===== config.mk =====
export PLATFORM = sky130hd
export DESIGN_NAME = trace_packet_decoder
export DESIGN_NICKNAME = d
export VERILOG_FILES = /design/src/rtl/trace_packet_decoder.sv
export SDC_FILE = /design/constraint.sdc
export NUM_CORES = 1
export LEC_CHECK = 0
export CELL_PAD_IN_SITES_DETAIL_PLACEMENT = 0
export CELL_PAD_IN_SITES_GLOBAL_PLACEMENT = 1
export CORE_MARGIN = 1
export CORE_UTILIZATION = 40
export CTS_BUF_LIST = sky130_fd_sc_hd__clkbuf_8 sky130_fd_sc_hd__clkbuf_16
export DETAILED_ROUTE_END_ITERATION = 8
export HOLD_SLACK_MARGIN = 0.03
export PLACE_DENSITY_LB_ADDON = 0.1
export SLEW_MARGIN = 20
export SYNTH_ARGS = -nofsm -noshare
export SYNTH_HDL_FRONTEND = slang
export SYNTH_SLANG_ARGS = --single-unit

===== constraint.sdc =====
create_clock -name mclk -period 4.4 [get_ports mclk]
set_input_delay 0.66 -clock mclk [delete_from_list [all_inputs] [get_ports mclk]]
set_output_delay 0.66 -clock mclk [all_outputs]
set_load 0.02 [all_outputs]

===== src/rtl/trace_packet_decoder.sv =====
// ---------------------------------------------------------------------------
// trace_packet_decoder
//
// Receive end of the RAM-tracer packet stream. Consumes {type, payload}
// packets and rebuilds absolute bus events: burst addresses, per-word
// read/write data and an absolute cycle time. Timestamp packets only advance
// the time accumulator and produce no event.
//
// Optional build: define TRACE_DEC_STATS_EN to add saturating per-type packet
// counters (stat_addr, stat_read, stat_write, stat_ts).
//
// Ports
//   mclk        in   system clock, all logic on posedge
//   reset       in   synchronous active-high reset
//   in_valid    in   input packet valid
//   in_ready    out  input packet accepted when in_valid && in_ready
//   in_type     in   00=ADDR 01=READ 10=WRITE 11=TIMESTAMP
//   in_payload  in   ADDR: address; READ/WRITE: {ts5, ublb, data};
//                    TIMESTAMP: cycle delta
//   ev_valid    out  decoded event valid
//   ev_ready    in   event consumed when ev_valid && ev_ready
//   ev_type     out  00=ADDR 01=READ 10=WRITE
//   ev_addr     out  word address of the event
//   ev_data     out  data word (0 for ADDR)
//   ev_ublb     out  byte-lane bits as received (0 for ADDR)
//   ev_time     out  absolute cycle time of the event
//   stat_*      out  (TRACE_DEC_STATS_EN only) accepted packets per type
//   err_orphan  out  sticky: data packet seen with no burst open
// ---------------------------------------------------------------------------
module trace_packet_decoder #(
    parameter int TIME_W = 32,
    parameter int ADDR_W = 23
) (
    input  logic              mclk,
    input  logic              reset,
    input  logic              in_valid,
    output logic              in_ready,
    input  logic [1:0]        in_type,
    input  logic [22:0]       in_payload,
    output logic              ev_valid,
    input  logic              ev_ready,
    output logic [1:0]        ev_type,
    output logic [ADDR_W-1:0] ev_addr,
    output logic [15:0]       ev_data,
    output logic [1:0]        ev_ublb,
    output logic [TIME_W-1:0] ev_time,
`ifdef TRACE_DEC_STATS_EN
    output logic [31:0]       stat_addr,
    output logic [31:0]       stat_read,
    output logic [31:0]       stat_write,
    output logic [31:0]       stat_ts,
`endif
    output logic              err_orphan
);

    localparam logic [1:0] PKT_ADDR  = 2'b00;
    localparam logic [1:0] PKT_READ  = 2'b01;
    localparam logic [1:0] PKT_WRITE = 2'b10;
    localparam logic [1:0] PKT_TS    = 2'b11;

    localparam logic [0:0] NO_BURST  = 1'b0;
    localparam logic [0:0] IN_BURST  = 1'b1;

    logic [0:0]        state;
    logic [ADDR_W-1:0] cur_addr;
    logic [TIME_W-1:0] time_acc;

    logic              accept;
    logic              is_addr;
    logic              is_data;
    logic              emit;
    logic [TIME_W-1:0] time_adv;
    logic [TIME_W-1:0] time_next;

    // Single output register: a new packet may enter whenever the slot is
    // empty or is being drained this cycle.
    assign in_ready = !ev_valid || ev_ready;
    assign accept   = in_valid && in_ready;
    assign is_addr  = (in_type == PKT_ADDR);
    assign is_data  = (in_type == PKT_READ) || (in_type == PKT_WRITE);

    // NOTE: every signal driven here gets a default first, so no path can
    // leave it unassigned and infer a latch.
    always_comb begin
        time_adv = '0;
        emit     = 1'b0;
        case (in_type)
            PKT_READ, PKT_WRITE: time_adv = TIME_W'(in_payload[22:18]);
            PKT_TS:              time_adv = TIME_W'(in_payload);
            default:             time_adv = '0;
        endcase
        // ADDR adds nothing, so time_next doubles as the ADDR event time.
        time_next = time_acc + time_adv;
        emit      = is_addr || (is_data && state == IN_BURST);
    end

    // NOTE: sequential state uses non-blocking assignments so every register
    // samples the pre-edge values regardless of statement order.
    always_ff @(posedge mclk) begin
        if (reset) begin
            state      <= NO_BURST;
            cur_addr   <= '0;
            time_acc   <= '0;
            ev_valid   <= 1'b0;
            ev_type    <= '0;
            ev_addr    <= '0;
            ev_data    <= '0;
            ev_ublb    <= '0;
            ev_time    <= '0;
            err_orphan <= 1'b0;
        end else begin
            if (accept) begin
                time_acc <= time_next;
                if (is_addr) begin
                    cur_addr <= ADDR_W'(in_payload);
                    state    <= IN_BURST;
                end else if (is_data) begin
                    if (state == IN_BURST) begin
                        cur_addr <= cur_addr + ADDR_W'(1);
                    end else begin
                        err_orphan <= 1'b1;
                    end
                end
            end

            if (accept && emit) begin
                ev_valid <= 1'b1;
                ev_type  <= in_type;
                ev_addr  <= is_addr ? ADDR_W'(in_payload) : cur_addr;
                ev_data  <= is_addr ? 16'h0000 : in_payload[15:0];
                ev_ublb  <= is_addr ? 2'b00 : in_payload[17:16];
                ev_time  <= time_next;
            end else if (ev_ready) begin
                ev_valid <= 1'b0;
            end
        end
    end

`ifdef TRACE_DEC_STATS_EN
    // Saturating counters of accepted packets; orphan data packets count too.
    always_ff @(posedge mclk) begin
        if (reset) begin
            stat_addr  <= '0;
            stat_read  <= '0;
            stat_write <= '0;
            stat_ts    <= '0;
        end else if (accept) begin
            case (in_type)
                PKT_ADDR:  if (stat_addr  != '1) stat_addr  <= stat_addr  + 32'd1;
                PKT_READ:  if (stat_read  != '1) stat_read  <= stat_read  + 32'd1;
                PKT_WRITE: if (stat_write != '1) stat_write <= stat_write + 32'd1;
                default:   if (stat_ts    != '1) stat_ts    <= stat_ts    + 32'd1;
            endcase
        end
    end
`endif

endmodule


==> results.yml <==
min_path:
  hold_depth: 2
  hold_class: "reg -> reg"
  min_to: "ev_ublb[1]$_SDFFE_PP0P_"
  min_from: "ev_ublb[1]$_SDFFE_PP0P_"
worst_setup_path:
  rr_worst_depth: 10
  r2r-start: "time_acc[0]$_SDFFE_PP0P_"
  crit_required_ns: 4.72
  cp-start-kind: "input port"
  worstPathArrival_ns: 4.24
  setup.worst_path.end_class: "flop"
  crit_type: "in -> reg"
  crit_path_max_fanout: 6
  rr_endpoint: "ev_time[28]$_SDFFE_PP0P_"
  ff2ff_setup_slack_ns: 1.50
placed_design:
  placed_cell_area_mm2: 0.00826
  hpwlAfterDp_um: 15000
  place.gp.congestion: 0.859
  pre_cts_slack_ns: 0.100
  io_buffers: 106
route:
  wirelength_um: 21100
  viasPerCell: 5.56
  vias: 6655
  drt-wirelength-per-cell_um: 17.6
  first_pass_iters: 5
  drt_first_iter_violations: 388
  ant_nets: 0
  route.detailed.drc: 0
logic_synthesis:
  async_flop_share_pct: 0
  syn_area_mm2: 0.00693
  synthFlopType: "dfxtp_1"
  ys_types: 61
  synth_fp_nets: 932
  synth.avg_cell_area_um2: 7.93
  ys_seq_elements: 133
  ys_seq_area_share_pct: 38.4
  synthCells: 874
  synth_edf_count: 0
  yosysWarnings: 0
sta:
  setup_tns_ns: 0
  fmax_mhz: 255
  finalSetupViolations: 0
  fin_ws_ns: 0.485
  hold_viol_final: 0
  maxSlewHeadroom_pct: 25.3
  skew_ns: 0.00851
  timing.final.crit_share_pct: 89.0
  slew_viol_final: 0
  fin_crit_ns: 3.92
  tightest_slew_ns: 1.12
  rsz0062_at_grt: "false"
clock_network:
  clk_pin_slew_ns: 0.06
  cts_resized: 0
  post-cts-setup-buffers: 0
  cts_buffer_depth: 2
  cts_tree: "built"
  cts_buffers: 17
  cts-root-buf: "clkbuf_16"
  worst_skew_pair.late_latency_ns: 0.42
  clock_sinks: 133
  cts_hold_buf: 0
  htreeDepth: 4
finish:
  antennaDiodeCount: 0
  final_net_count: 1023
  final_cell_mix: "nand2_1 (142), dfxtp_1 (133), clkdlybuf4s50_1 (105)"
  postLayoutCellArea_mm2: 0.00884
  fill_cells: 1603
  drive_gt1_share_pct: 8.69
  synthToLayoutAreaGrowth_pct: 27.6
  final_common_cell: "nand2_1"
global_route:
  grt_pass1_vias: 6178
  grt_pass1_wl_um: 33600
  grt-ovfl-total: 0
  antenna_found_initial: 0
  grt_max_degree: 103
  gr-usage-all-layers_pct: 24.3
run:
  cap_viol_max_count: 0
die:
  boundaryPins: 107
  initial_core_util_pct: 41.4
  dieWidth_um: 134
  coreArea_mm2: 0.0168
  dieHeight_um: 134
  fp-row-count: 47
  die_area_mm2: 0.0179
run_status:
  status: "complete, no violations"
power:
  max-vdd-ir-drop_uv: 276
  p_per_area_mw_per_mm2: 359
  power.total_mw: 3.17
  power.leakage_nw: 3.20
## final cells by class
class / instances / area [um^2] / share of cell area, %
flip-flops and latches: 133 / 2660 / 30.1
well taps: 220 / 275 / 3.11
repair buffers: 134 / 1280 / 14.5
multi-input cells: 671 / 4010 / 45.4
inverters: 8 / 30.0 / 0.340
clock inverters: 13 / 131 / 1.49
clock buffers: 19 / 453 / 5.12
## cells by family after synthesis
kind of cell             count (synthesis)  synth area share (%)
AO/OA/AOI/OAI                          248                  23.4
multiplexers                            18                  2.60
AND/OR/NAND/NOR                        347                  22.6
XOR/XNOR                                29                  3.66
flip-flops                             133                  38.4
buffers and inverters                   70                  3.99
adder cells (fa/ha/maj)                 29                  5.34
## how the worst max path moves through the flow
stage / start / end / slack, ns / depth (start not counted)
after floorplan: in_type[0] / ev_time[26]$_SDFFE_PP0P_ / 0.84 / 14
after global placement: in_type[0] / time_acc[18]$_SDFFE_PP0P_ / 0.15 / 16
after global routing: in_type[0] / ev_time[28]$_SDFFE_PP0P_ / 0.19 / 15
after CTS: in_type[0] / ev_time[28]$_SDFFE_PP0P_ / 0.51 / 15
after detailed placement: in_type[0] / ev_time[28]$_SDFFE_PP0P_ / 0.10 / 15
final: in_type[0] / ev_time[28]$_SDFFE_PP0P_ / 0.48 / 15
## through the flow
step                std cells  hold slack (ns)  utilization (%)
finish                   1198            0.449             52.8
global placement         1166            0.443             49.3
CTS                      1198            0.450             52.8
global route             1198            0.476             52.8
detailed placement       1166            0.443             49.3
floorplan                 874            0.441                -
## state kept, by name (all words and copies together) (netlist names)
| register | cells |
|---|---|
| state | 1 |
| ev_time | 32 |
| ev_ublb | 2 |
| ev_valid | 1 |
| cur_addr | 23 |
| time_acc | 32 |
| ev_type | 2 |
| ev_addr | 23 |
| ev_data | 16 |
| err_orphan | 1 |
## cells in the mapped netlist (8+ instances only)
cell type  count  area (um^2)
a211oi_1      35          263
a21o_1        11         82.6
a21oi_1       92          460
a22oi_1       15          113
a311oi_1      10         87.6
and2_1        19          119
and3_1        10         62.6
clkbuf_1      51          191
dfxtp_1      133         2660
ha_1          28          350
mux2i_1       18          180
nand2_1      142          533
nand3_1       33          165
nand4_1        8         50.1
nor2_1        88          330
nor3_1        14         70.1
o21ai_0       36          180
or3_1          9         56.3
xnor2_1       23          201
## routing by layer
layer,GRT usage [%],share of wire (%)
met1,32.1,46
met2,40.2,48
met3,3.50,4.1
met4,8.71,1.9
met5,0,0
## where the power goes
| part | leakage (nW) | total [mW] | internal, mW | switching, mW |
|---|---|---|---|---|
| logic | 1.81 | 0.473 | 0.191 | 0.282 |
| clock network | 0.300 | 1.41 | 0.863 | 0.549 |
| registers | 1.08 | 1.29 | 1.26 | 0.0320 |
## critical path, stage by stage
cell,delay [ns]
clkdlybuf4s50_1,0.47
inv_1,0.06
ha_1,0.33
a22oi_1,0.19
nor2_1,0.06
ha_1,0.21
fa_1,0.39
a211oi_1,0.32
o21ai_0,0.22
a211oi_1,0.31
buf_4,0.17
nor3_2,0.06
o31ai_2,0.35
o21ai_0,0.15
a311oi_1,0.30
Power figures use the tool's default switching activity.
